`src/rtl/tone_pkg.sv`:
```
// -----------------------------------------------------------------------------
// tone_pkg
// Shared types and constants for the tone sequencer.
//   state_t        : sequencer states (IDLE, LOAD, NOTE, GAP)
//   note_t         : one note table entry {half_period, dur_ms}
//   END_MARKER_DUR : dur_ms value that terminates a melody
// -----------------------------------------------------------------------------
package tone_pkg;

   // Field widths of one table entry. The sequencer's PERIOD_W / DUR_W
   // parameters default to these and must stay equal to them.
   localparam int NOTE_PERIOD_W = 17;
   localparam int NOTE_DUR_W    = 10;

   typedef enum logic [1:0] {
      IDLE = 2'd0,
      LOAD = 2'd1,
      NOTE = 2'd2,
      GAP  = 2'd3
   } state_t;

   typedef struct packed {
      logic [NOTE_PERIOD_W-1:0] half_period;
      logic [NOTE_DUR_W-1:0]    dur_ms;
   } note_t;

   // An entry with zero duration ends the melody.
   localparam logic [NOTE_DUR_W-1:0] END_MARKER_DUR = '0;

endpackage

```
`src/rtl/tone_osc.sv`:
```
// -----------------------------------------------------------------------------
// tone_osc
// Square-wave oscillator driven by a half-period count in clock cycles.
//   clk, rst_n  : clock, synchronous active-low reset
//   en          : run the oscillator; when low the counter clears and gpio is 0
//   half_period : cycles between gpio toggles; 0 means a rest (gpio held 0)
//   gpio        : square-wave output
// -----------------------------------------------------------------------------
module tone_osc #(
   parameter int PERIOD_W = 17
) (
   input  logic                clk,
   input  logic                rst_n,
   input  logic                en,
   input  logic [PERIOD_W-1:0] half_period,
   output logic                gpio
);

   logic [PERIOD_W-1:0] cnt_q, cnt_d;
   logic                gpio_q, gpio_d;

   always_comb begin
      // NOTE: every signal assigned here gets a default first, with blocking
      // assignments, so no path can leave it unassigned and infer a latch.
      cnt_d  = cnt_q;
      gpio_d = gpio_q;
      if (!en || half_period == '0) begin
         cnt_d  = '0;
         gpio_d = 1'b0;
      end else if (cnt_q == half_period - 1'b1) begin
         cnt_d  = '0;
         gpio_d = ~gpio_q;
      end else begin
         cnt_d = cnt_q + 1'b1;
      end
   end

   // NOTE: state registers use non-blocking assignments so every flop samples
   // its pre-edge inputs regardless of statement order.
   always_ff @(posedge clk) begin
      if (!rst_n) begin
         cnt_q  <= '0;
         gpio_q <= 1'b0;
      end else begin
         cnt_q  <= cnt_d;
         gpio_q <= gpio_d;
      end
   end

   // Gate with en so gpio drops in the very cycle the note ends, even if the
   // flop toggled on that same edge.
   assign gpio = en & gpio_q;

endmodule

```
`src/rtl/tone_sequencer.sv`:
```
// -----------------------------------------------------------------------------
// tone_sequencer
// Plays a melody from a 16-entry note table onto a square-wave GPIO, with a
// fixed silent gap after every note.
//   clk, rst_n        : clock, synchronous active-low reset
//   wr_en/addr/data   : note table write port, data = {half_period, dur_ms}
//   start             : pulse, begin playback at entry 0 (ignored while busy)
//   stop              : pulse, abort playback; wins over start
//   busy              : high from LOAD through GAP
//   done              : one-cycle pulse on normal end of melody
//   note_idx          : index of the entry currently playing
//   gpio              : audio output
// Build option: define TONE_SEQ_LOOP_EN to restart at entry 0 after the end
// of the melody instead of returning to IDLE; only stop ends playback.
// -----------------------------------------------------------------------------
module tone_sequencer
   import tone_pkg::*;
#(
   parameter int TICK_DIV  = 50000,
   parameter int NUM_NOTES = 16,
   parameter int PERIOD_W  = NOTE_PERIOD_W,
   parameter int DUR_W     = NOTE_DUR_W,
   parameter int GAP_MS    = 20
) (
   input  logic                         clk,
   input  logic                         rst_n,
   input  logic                         wr_en,
   input  logic [$clog2(NUM_NOTES)-1:0] wr_addr,
   input  logic [PERIOD_W+DUR_W-1:0]    wr_data,
   input  logic                         start,
   input  logic                         stop,
   output logic                         busy,
   output logic                         done,
   output logic [$clog2(NUM_NOTES)-1:0] note_idx,
   output logic                         gpio
);

   localparam int IDX_W  = $clog2(NUM_NOTES);
   localparam int TICK_W = (TICK_DIV > 1) ? $clog2(TICK_DIV) : 1;

   note_t             note_tbl_q [NUM_NOTES];
   note_t             rd_entry;

   state_t            state_q, state_d;
   logic [IDX_W-1:0]  idx_q, idx_d;
   logic [TICK_W-1:0] tick_q, tick_d;
   logic [DUR_W-1:0]  ms_q, ms_d;
   note_t             note_q, note_d;
   logic              done_q, done_d;
   logic              tick_wrap;
   logic              melody_end;

   // NOTE: the note table has no reset; software loads it before use, and
   // leaving it unreset lets it map onto plain storage.
   always_ff @(posedge clk) begin
      if (wr_en) begin
         note_tbl_q[wr_addr] <= note_t'(wr_data);
      end
   end

   // LOAD captures this into note_q; a same-cycle write to the same entry
   // lands after the edge, so LOAD sees the old contents.
   assign rd_entry  = note_tbl_q[idx_q];
   assign tick_wrap = (tick_q == TICK_W'(TICK_DIV - 1));

   always_comb begin
      state_d    = state_q;
      idx_d      = idx_q;
      tick_d     = tick_q;
      ms_d       = ms_q;
      note_d     = note_q;
      done_d     = 1'b0;
      melody_end = 1'b0;

      case (state_q)
         IDLE: begin
            if (start) begin
               state_d = LOAD;
               idx_d   = '0;
            end
         end
         LOAD: begin
            note_d = rd_entry;
            if (rd_entry.dur_ms == END_MARKER_DUR) begin
               melody_end = 1'b1;
            end else begin
               state_d = NOTE;
            end
         end
         NOTE: begin
            if (tick_wrap) begin
               tick_d = '0;
               if (ms_q == note_q.dur_ms - 1'b1) begin
                  state_d = GAP;
               end else begin
                  ms_d = ms_q + 1'b1;
               end
            end else begin
               tick_d = tick_q + 1'b1;
            end
         end
         GAP: begin
            if (tick_wrap) begin
               tick_d = '0;
               if (ms_q == DUR_W'(GAP_MS - 1)) begin
                  if (idx_q == IDX_W'(NUM_NOTES - 1)) begin
                     melody_end = 1'b1;
                  end else begin
                     idx_d   = idx_q + 1'b1;
                     state_d = LOAD;
                  end
               end else begin
                  ms_d = ms_q + 1'b1;
               end
            end else begin
               tick_d = tick_q + 1'b1;
            end
         end
      endcase

      if (melody_end) begin
         done_d = 1'b1;
         idx_d  = '0;
`ifdef TONE_SEQ_LOOP_EN
         state_d = LOAD;
`else
         state_d = IDLE;
`endif
      end

      // stop overrides everything, including a start in the same cycle.
      if (stop) begin
         state_d = IDLE;
         idx_d   = '0;
         done_d  = 1'b0;
      end

      // Timing always restarts from zero on a state change.
      if (state_d != state_q) begin
         tick_d = '0;
         ms_d   = '0;
      end
   end

   always_ff @(posedge clk) begin
      if (!rst_n) begin
         state_q <= IDLE;
         idx_q   <= '0;
         tick_q  <= '0;
         ms_q    <= '0;
         note_q  <= '0;
         done_q  <= 1'b0;
      end else begin
         state_q <= state_d;
         idx_q   <= idx_d;
         tick_q  <= tick_d;
         ms_q    <= ms_d;
         note_q  <= note_d;
         done_q  <= done_d;
      end
   end

   tone_osc #(
      .PERIOD_W (NOTE_PERIOD_W)
   ) u_osc (
      .clk         (clk),
      .rst_n       (rst_n),
      .en          (state_q == NOTE),
      .half_period (note_q.half_period),
      .gpio        (gpio)
   );

   assign busy     = (state_q != IDLE);
   assign done     = done_q;
   assign note_idx = idx_q;

endmodule

```
`config.mk`:
```
export PLATFORM = sky130hd
export DESIGN_NAME = tone_sequencer
export DESIGN_NICKNAME = d
export VERILOG_FILES = /design/src/rtl/tone_pkg.sv /design/src/rtl/tone_osc.sv /design/src/rtl/tone_sequencer.sv
export SDC_FILE = /design/constraint.sdc
export NUM_CORES = 1
export LEC_CHECK = 0
export BUFFER_PORTS_ARGS = -buffer_cell sky130_fd_sc_hd__buf_2
export CELL_PAD_IN_SITES_DETAIL_PLACEMENT = 1
export CELL_PAD_IN_SITES_GLOBAL_PLACEMENT = 2
export CORE_UTILIZATION = 41
export CTS_CLUSTER_DIAMETER = 30
export DETAILED_ROUTE_END_ITERATION = 8
export GPL_TIMING_DRIVEN = 0
export HOLD_SLACK_MARGIN = 0.1
export MAX_ROUTING_LAYER = met4
export PLACE_DENSITY_LB_ADDON = 0.1
export REMOVE_ABC_BUFFERS = 1
export SYNTH_ARGS = -nofsm -noshare
export SYNTH_HDL_FRONTEND = slang
export SYNTH_SLANG_ARGS = --single-unit
```
`constraint.sdc`:
```
create_clock -name clk -period 5.7 [get_ports clk]
set_input_delay 0.285 -clock clk [delete_from_list [all_inputs] [get_ports clk]]
set_output_delay 0.285 -clock clk [all_outputs]
set_load 0.005 [all_outputs]
```
==> results of run 1 <==
[sequential cells by signal, indices dropped and copies added (netlist names), named ones only]
name and cells:
done 1, u_osc.cnt_q 17, note_tbl_q 432, ms_q 10, state_q 2, tick_q 16
u_osc.gpio_q 1, note_q 27, note_idx 4
[worst max-delay path by stage]
| stage | startpoint | endpoint | cells past startpoint |
|---|---|---|---|
| after global placement | register | ms_q[4] | 8 |
| after detailed placement | register | tick_q[14] | 11 |
| after CTS | register | ms_q[6] | 11 |
| final | register | ms_q[6] | 11 |
| after global routing | register | ms_q[6] | 11 |
| after floorplan | register | ms_q[0] | 8 |
[timing repair]
item                                   in CTS  in global routing
buffers inserted                            0                  0
hold buffers                               31                  0
endpoints found under the hold margin     446                  0
[cells in the mapped netlist (8+ instances only)]
cell,instances,area [um^2]
a21boi_0,25,188
a21oi_1,15,75.1
a22oi_1,13,97.6
buf_1,11,41.3
buf_2,8,40.0
clkbuf_1,32,120
dfxtp_1,82,1640
edfxtp_1,432,13000
inv_1,15,56.3
mux4_2,126,2840
nand2_1,93,349
nand3_1,28,140
nand3b_1,8,60.1
nand4_1,16,100
nor2_1,79,297
nor2b_1,9,56.3
nor3_1,18,90.1
nor4_1,8,50.1
xnor2_1,36,315
xor2_1,32,280
[per-stage QoR]
step	hold slack (ns)	cell area [um^2]
2_1_floorplan	0.384	20400
3_3_place_gp	0.466	21500
3_5_place_dp	0.470	22200
4_1_cts	0.109	26700
5_1_grt	0.161	26700
6_report	0.132	26700
[layer usage]
layer | vias up | GRT usage (%)
met4 | 0 | 7.58
li1 | 5097 | -
met2 | 229 | 34.0
met3 | 92 | 3.92
met5 | - | -
met1 | 5929 | 27.5
[critical path, stage by stage (launching register included)]
cell and delay (ns):
dfxtp_4 0.57, buf_16 0.29, buf_16 0.29, buf_16 0.29
mux4_2 0.55, a22oi_1 0.21, nand2_1 0.13, nor4_1 0.45
a31oi_1 0.20, a21oi_1 0.17, o32a_1 0.89, nor2_1 0.13
[cells by family (layout without fill, tap and decap cells)]
family	Yosys count	after routing	share of synthesized area, %
AOI/OAI and AO/OA	89	89	3.07
xor gates and xnor gates	68	68	2.87
adders and majority gates	7	7	0.422
buffers and inverters	73	341	1.75
DFF	514	514	70.4
muxes	134	134	14.1
and+or+nand+nor	309	309	7.40
[power by group]
part	total (uW)	switching [uW]	internal, uW
Clock	6990	2130	4860
Combinational	261	161	101
Sequential	4180	26.3	4150
Total	11400	2310	9120
[layout make-up]
class	instances	area, um^2	share of cell area, %
Clock buffer	132	3020	11.3
Clock inverter	88	1150	4.30
Inverter	15	56.3	0.211
Multi-Input combinational cell	607	5890	22.1
Sequential cell	514	14600	54.8
Tap cell	672	841	3.15
Timing Repair Buffer	106	1100	4.12
==> impl_metrics.ini, run 1 <==
[run_status]
status = complete, no violations

[final_layout]
layoutNonFillerInstCount = 2134
final_common_cell = edfxtp_1
drive_gt1_share_pct = 29.5
utilization_pct = 53.3
insertedDiodeCount = 0
fill_cells = 4666
synthToLayoutAreaGrowth_pct = 28.6
layout_common_cells = edfxtp_1, mux4_2, clkbuf_16, nand2_1, dfxtp_1
fin_nets = 1403

[timing]
layout_setup_ws_ns = 1.31
fin_crit_ns = 4.39
slew_headroom_pct = 27.6
finalHoldViolCount = 0
rsz0062_at_grt = no
period_share_pct = 77.1
worst_pin_slew_ns = 1.08
finalSetupViolations = 0
fmaxAchievable_ghz = 0.228
drv_slew = 0
fin_skew_ns = 0.0491
fin_tns_setup_ns = 0

[hold_path]
hold_class = input port to register
whs_path_depth = 2
min-delay-start = rst_n
hold_path_end = note_q[1]

[critical_path]
reg2reg_to = ms_q[6]
start_kind = register
path_class = register to register
ff2ff_path_depth = 11
arrival_ns = 4.87
cp-end-kind = register
r2r_setup_slack_ns = 1.31
required_ns = 6.17
critPathMaxFanout = 33

[cts]
cts_tree = yes
cts.clk_slew.worst_paths_ns = 0.04
ctsHtreeMaxLevel = 3
clockRootBuffer = clkbuf_16
cts-resized-gates = 0
clk_latency_ns = 0.67
clockBufferDepth = 3
cts.sinks = 514
cts_buffers = 116

[floorplan]
initial_utilization_pct = 41.5
core_um2 = 50100
die_h_um = 227
die_area_um2 = 51500
ioPinCount = 43
fp.dieW_um = 227
core.rowCount = 82

[yosys]
yosys_register_bits = 514
yosys_most_used_dff = edfxtp_1
syn_inst = 1194
syn_area_um2 = 20800
ys_async_sr_fraction_pct = 0
syn-mean-instance-area_um2 = 17.4
synth_edf_count = 432
synth.distinct_cells = 69
ys_seq_area_share_pct = 70.4
yosysWarningCount = 0

[drt]
viasPerCell = 5.32
ant_nets = 0
wl_mm = 50.8
topRoutingLayerUsed = met4
drc_errors = 0
wl_met1_mm = 22.2
met3WireLength_mm = 2.09
wl_met2_mm = 25.3
via_count = 11300
wl_per_cell_um = 23.8
drtIter0Drc = 768
drt-pass1-iter-count = 5

[pwr]
fin_total_pwr_uw = 11400
power_density_nw_per_um2 = 428
ir_drop_mv = 0.327
p_leak_uw = 0.00874

[place]
hpwl_mm = 30.8
portBuffers = 42
dp_cells = 1883
preCtsSetupSlack_ns = 1.19
gp_congestion = 0.767

[global_routing]
grt_pass1_vias = 12300
grt_max_degree = 54
grt_pass1_wl_mm = 77.0
track_usage_pct = 21.3
antenna_found_initial = 0
overflow = 0

[run]
cap_violations = 0
Power figures use the tool's default switching activity.
==> run 2, diff against run 1 <==
==> constraint.sdc (replaced) <==
create_clock -name clk -period 4.5 [get_ports clk]
set_input_delay 0.225 -clock clk [delete_from_list [all_inputs] [get_ports clk]]
set_output_delay 0.225 -clock clk [all_outputs]
set_load 0.005 [all_outputs]
==> run 2 against run 1 <==
Die area unchanged. Power grew 27%. First-iteration DRC count is 0.39% lower. Fmax increased by 10%. Utilization barely moved. Clock-buffer cell count unchanged. Final cell count about the same. Largest power group unchanged.
==> impl_metrics.ini, run 2 (same netlist as run 1, synthesis figures left out) <==
[run_status]
status = complete, no violations

[timing]
rsz0062_at_grt = no
fin_skew_ns = 0.0496
slew_headroom_pct = 30.4
period_share_pct = 88.5
finalHoldViolCount = 0
fmaxAchievable_ghz = 0.251
fin_crit_ns = 3.98
worst_pin_slew_ns = 1.04
drv_slew = 0
finalSetupViolations = 0
timing.hold.ws_ns = 0.298

[cts]
clockRootBuffer = clkbuf_16
cts.sinks = 514
ctsHtreeMaxLevel = 3
cts_buffers = 116
clockBufferDepth = 3
cts.clk_slew.worst_paths_ns = 0.05
cts_tree = yes
clk_latency_ns = 0.67

[critical_path]
cpPeakStageDelay_ns = 0.57
cp-end-kind = register
path_class = register to register
ff2ff_path_depth = 11
start_kind = register
arrival_ns = 4.48
crit_slowest_cell = dfxtp_4
cpMostUsedCell = buf_16
required_ns = 4.99
crit_chain = buf_16 > buf_16 > buf_16 > mux4_2 > a22oi_1 > nand2_1 > nor4_1 > a31oi_1 > a21oi_1 > o32a_2 > nor2_1
critPathMaxFanout = 33

[global_routing]
grt_pass1_wl_mm = 77.0
grt_max_degree = 54
overflow = 0
antenna_found_initial = 0
grt_pass1_vias = 12300
track_usage_pct = 21.3

[run]
cap_violations = 0

[place]
gp_congestion = 0.767
dp_cells = 1883
hpwl_mm = 30.8
portBuffers = 42

[final_layout]
layout_common_cells = edfxtp_1, mux4_2, clkbuf_16, nand2_1, dfxtp_1
drive_gt1_share_pct = 29.5
regMostFlops = note_tbl_q
final_common_cell = edfxtp_1
fill_cells = 4668
largest_reg_flops = 432
insertedDiodeCount = 0
largestRegisters = note_tbl_q (432), note_q (27), u_osc.cnt_q (17)
fin_nets = 1405
synthToLayoutAreaGrowth_pct = 28.7
layoutNonFillerInstCount = 2136

[floorplan]
die_area_um2 = 51500
die_h_um = 227
core.rowCount = 82
fp.dieW_um = 227
core_um2 = 50100
ioPinCount = 43
initial_utilization_pct = 41.5

[drt]
viasPerCell = 5.32
ant_nets = 0
drc_errors = 0
drtIter0Drc = 765
via_count = 11400
wl_mm = 50.9
wl_per_cell_um = 23.8
drt-pass1-iter-count = 5

[pwr]
ir_drop_mv = 0.415
power_density_nw_per_um2 = 542
p_leak_uw = 0.00875

[hold_path]
hold_class = input port to register
whs_path_depth = 3
-- run 2: cell type report --
| type | instances | area, um^2 | area share [%] |
|---|---|---|---|
| tap | 672 | 841 | 3.15 |
| clock inverter | 88 | 1150 | 4.29 |
| clock buffer | 132 | 3020 | 11.3 |
| inverter | 15 | 56.3 | 0.211 |
| sequential | 514 | 14600 | 54.8 |
| multi-input combinational | 607 | 5890 | 22.1 |
| timing repair buffer | 108 | 1120 | 4.19 |
-- run 2: routing by layer --
metal  global-route usage [%]  share of wire [%]
met5                        -                  0
met4                     7.58                2.4
met3                     3.92                4.0
met2                     34.0                 50
met1                     27.5                 44
-- run 2: final timing paths --
check              from                 to  slack, ns
max reg2reg    register            ms_q[6]       0.52
max            register            ms_q[6]       0.52
min reg2reg   note_q[9]          note_q[9]       0.47
min          wr_addr[2]  note_tbl_q[2][23]       0.30
-- run 2: timing repair --
action                                 CTS  global route
hold buffers                            33             0
buffers inserted                         0             0
setup endpoints to repair               25             0
endpoints found under the hold margin  483             0
gates resized for setup                  1             0
-- run 2: stage by stage --
step	worst slack, ns	setup TNS, ns	util [%]	cell area [um^2]	power, uW
6_report	0.516	0	53.3	26700	14500
5_1_grt	0.132	0	53.3	26700	14900
4_1_cts	0.375	0	53.3	26700	14600
3_5_place_dp	-0.0139	-0.0568	44.3	22200	5690
3_3_place_gp	-5.23	-406.28	42.9	21500	5660
2_1_floorplan	-2.31	-108.16	-	20400	5530
-- run 2: power by group --
part / total (uW) / switching (uW) / internal [uW]
Sequential: 5290 / 33.3 / 5260
Combinational: 333 / 204 / 129
Clock: 8860 / 2700 / 6160
-- run 2: worst max-delay path, delay by kind of cell, from the launching register on --
| kind | cells | cell delay, ns |
|---|---|---|
| AO/OA/AOI/OAI | 4 | 1.09 |
| buffers and inverters | 3 | 0.87 |
| flip-flops | 1 | 0.57 |
| multiplexers | 1 | 0.55 |
| AND/OR/NAND/NOR | 3 | 0.69 |
==> run 3, diff against run 2 <==
--- a/config.mk
+++ b/config.mk
@@ -15,6 +15,7 @@
 export HOLD_SLACK_MARGIN = 0.1
 export MAX_ROUTING_LAYER = met4
 export PLACE_DENSITY_LB_ADDON = 0.1
+export RECOVER_POWER = 25
 export REMOVE_ABC_BUFFERS = 1
 export SYNTH_ARGS = -nofsm -noshare
 export SYNTH_HDL_FRONTEND = slang
==> run 3 against run 2 <==
Critical endpoint unchanged. Design area hardly changed. Setup slack lost 0.0050 ns. Power barely moved. Combinational power is essentially flat. Utilization about the same. First-iteration DRC count is 3.1% lower. Largest cell class unchanged. Via count barely moved. Sequential share of layout area hardly changed. Register-to-register slack hardly changed. Largest power group unchanged.
==> impl_metrics.ini, run 3 (same netlist as run 1, synthesis figures left out) <==
[global_routing]
overflow = 0
antenna_found_initial = 0
track_usage_pct = 21.3
grt_pass1_wl_mm = 77.0
met2_usage_pct = 34.0
met3_usage_pct = 3.92
gr-max-usage-layer = met2
grt_max_degree = 54
met1_usage_pct = 27.5
grt_pass1_vias = 12300

[pwr]
p_leak_uw = 0.00870
ir_drop_mv = 0.414
fin_total_pwr_uw = 14500
power_density_nw_per_um2 = 543

[critical_path]
cpMostUsedCell = buf_16
start_kind = register
r2r_setup_slack_ns = 0.51
cpPeakStageDelay_ns = 0.57
required_ns = 5.00
arrival_ns = 4.48
critPathMaxFanout = 33
cp-end-kind = register
crit_slowest_cell = dfxtp_4
path_class = register to register
crit_chain = buf_16 > buf_16 > buf_16 > mux4_2 > a22oi_1 > nand2_1 > nor4_1 > a31oi_1 > a21oi_1 > o32a_2 > nor2_1

[timing]
fmaxAchievable_ghz = 0.251
finalSetupViolations = 0
fin_crit_ns = 3.99
layout_setup_ws_ns = 0.511
rsz0062_at_grt = no
fin_skew_ns = 0.0491
finalHoldViolCount = 0
drv_slew = 0
worst_pin_slew_ns = 1.02
slew_headroom_pct = 31.7
period_share_pct = 88.7

[final_layout]
largest_reg_flops = 432
regMostFlops = note_tbl_q
fill_cells = 4664
drive_gt1_share_pct = 28.3
layout_common_cells = edfxtp_1, mux4_2, clkbuf_16, nand2_1, dfxtp_1
insertedDiodeCount = 0
fin_nets = 1405
ff_latch_area_um2 = 14600
final_common_cell = edfxtp_1
multiInputGateArea_um2 = 5890
synthToLayoutAreaGrowth_pct = 28.6
utilization_pct = 53.3
largestRegisters = note_tbl_q (432), note_q (27), u_osc.cnt_q (17)

[drt]
via_count = 11400
ant_nets = 0
viasPerCell = 5.32
drt-pass1-iter-count = 5
wl_mm = 50.8
drtIter0Drc = 741
wl_per_cell_um = 23.8
drc_errors = 0

[floorplan]
initial_utilization_pct = 41.5
ioPinCount = 43
die_h_um = 227
core.rowCount = 82
core_um2 = 50100
die_area_um2 = 51500
fp.dieW_um = 227

[place]
preCtsSetupSlack_ns = -0.0139
portBuffers = 42
hpwl_mm = 30.8
gp_congestion = 0.767

[cts]
clockRootBuffer = clkbuf_16
cts_setup_buffers = 0
cts_buffers = 116
ctsHtreeMaxLevel = 3
cts.clk_slew.worst_paths_ns = 0.05
clk_latency_ns = 0.67
cts.sinks = 514
cts_tree = yes
clockBufferDepth = 3

[hold_path]
hold_class = input port to register

[run_status]
status = complete, no violations

[run]
cap_violations = 0
## run 3: repair_timing
item,in CTS,in global routing
endpoints found under the setup margin,25,0
hold buffers,33,0
endpoints found under the hold margin,483,0
resized for setup,1,0
## run 3: per-stage QoR
| stage | setup TNS [ns] | instance area, um^2 | instances | hold WS (ns) |
|---|---|---|---|---|
| after floorplan | -108.16 | 20400 | 1136 | 0.324 |
| final | 0 | 26700 | 2136 | 0.296 |
| after global placement | -406.28 | 21500 | 1850 | 0.466 |
| after global routing | 0 | 26700 | 2136 | 0.304 |
| after detailed placement | -0.0568 | 22200 | 1883 | 0.470 |
| after CTS | 0 | 26700 | 2136 | 0.257 |
## run 3: area by class of cell
type                            instances  area share (%)
Clock inverter                         88            4.30
Inverter                               15           0.211
Multi-Input combinational cell        607            22.1
Tap cell                              672            3.15
Sequential cell                       514            54.8
Clock buffer                          132            11.3
Timing Repair Buffer                  108            4.11
## run 3: metal layers
metal,vias up,part of all wire (%)
met4,0,2.4
met2,217,50
met1,5952,44
li1,5096,-
met5,-,0
met3,93,4.3
## run 3: where the power goes
group          total (uW)  internal, uW  switching, uW
Sequential           5290          5260           33.2
Clock                8850          6160           2690
Combinational         330           126            204
## run 3: path summary, 6_finish.rpt
| check | cells past startpoint | from | to |
|---|---|---|---|
| worst min register to register | 2 | note_q[9] | note_q[9] |
| worst max register to register | 11 | register | ms_q[6] |
| worst min-delay path | 3 | wr_addr[2] | note_tbl_q[2][21] |
| worst max-delay path | 11 | register | ms_q[6] |
## run 3: worst max-delay path: cells and delay by family, from the launching register on
kind,cells,cell delay (ns)
compound gates,4,1.10
buf+inv,3,0.87
simple gates,3,0.70
flops,1,0.57
mux,1,0.55
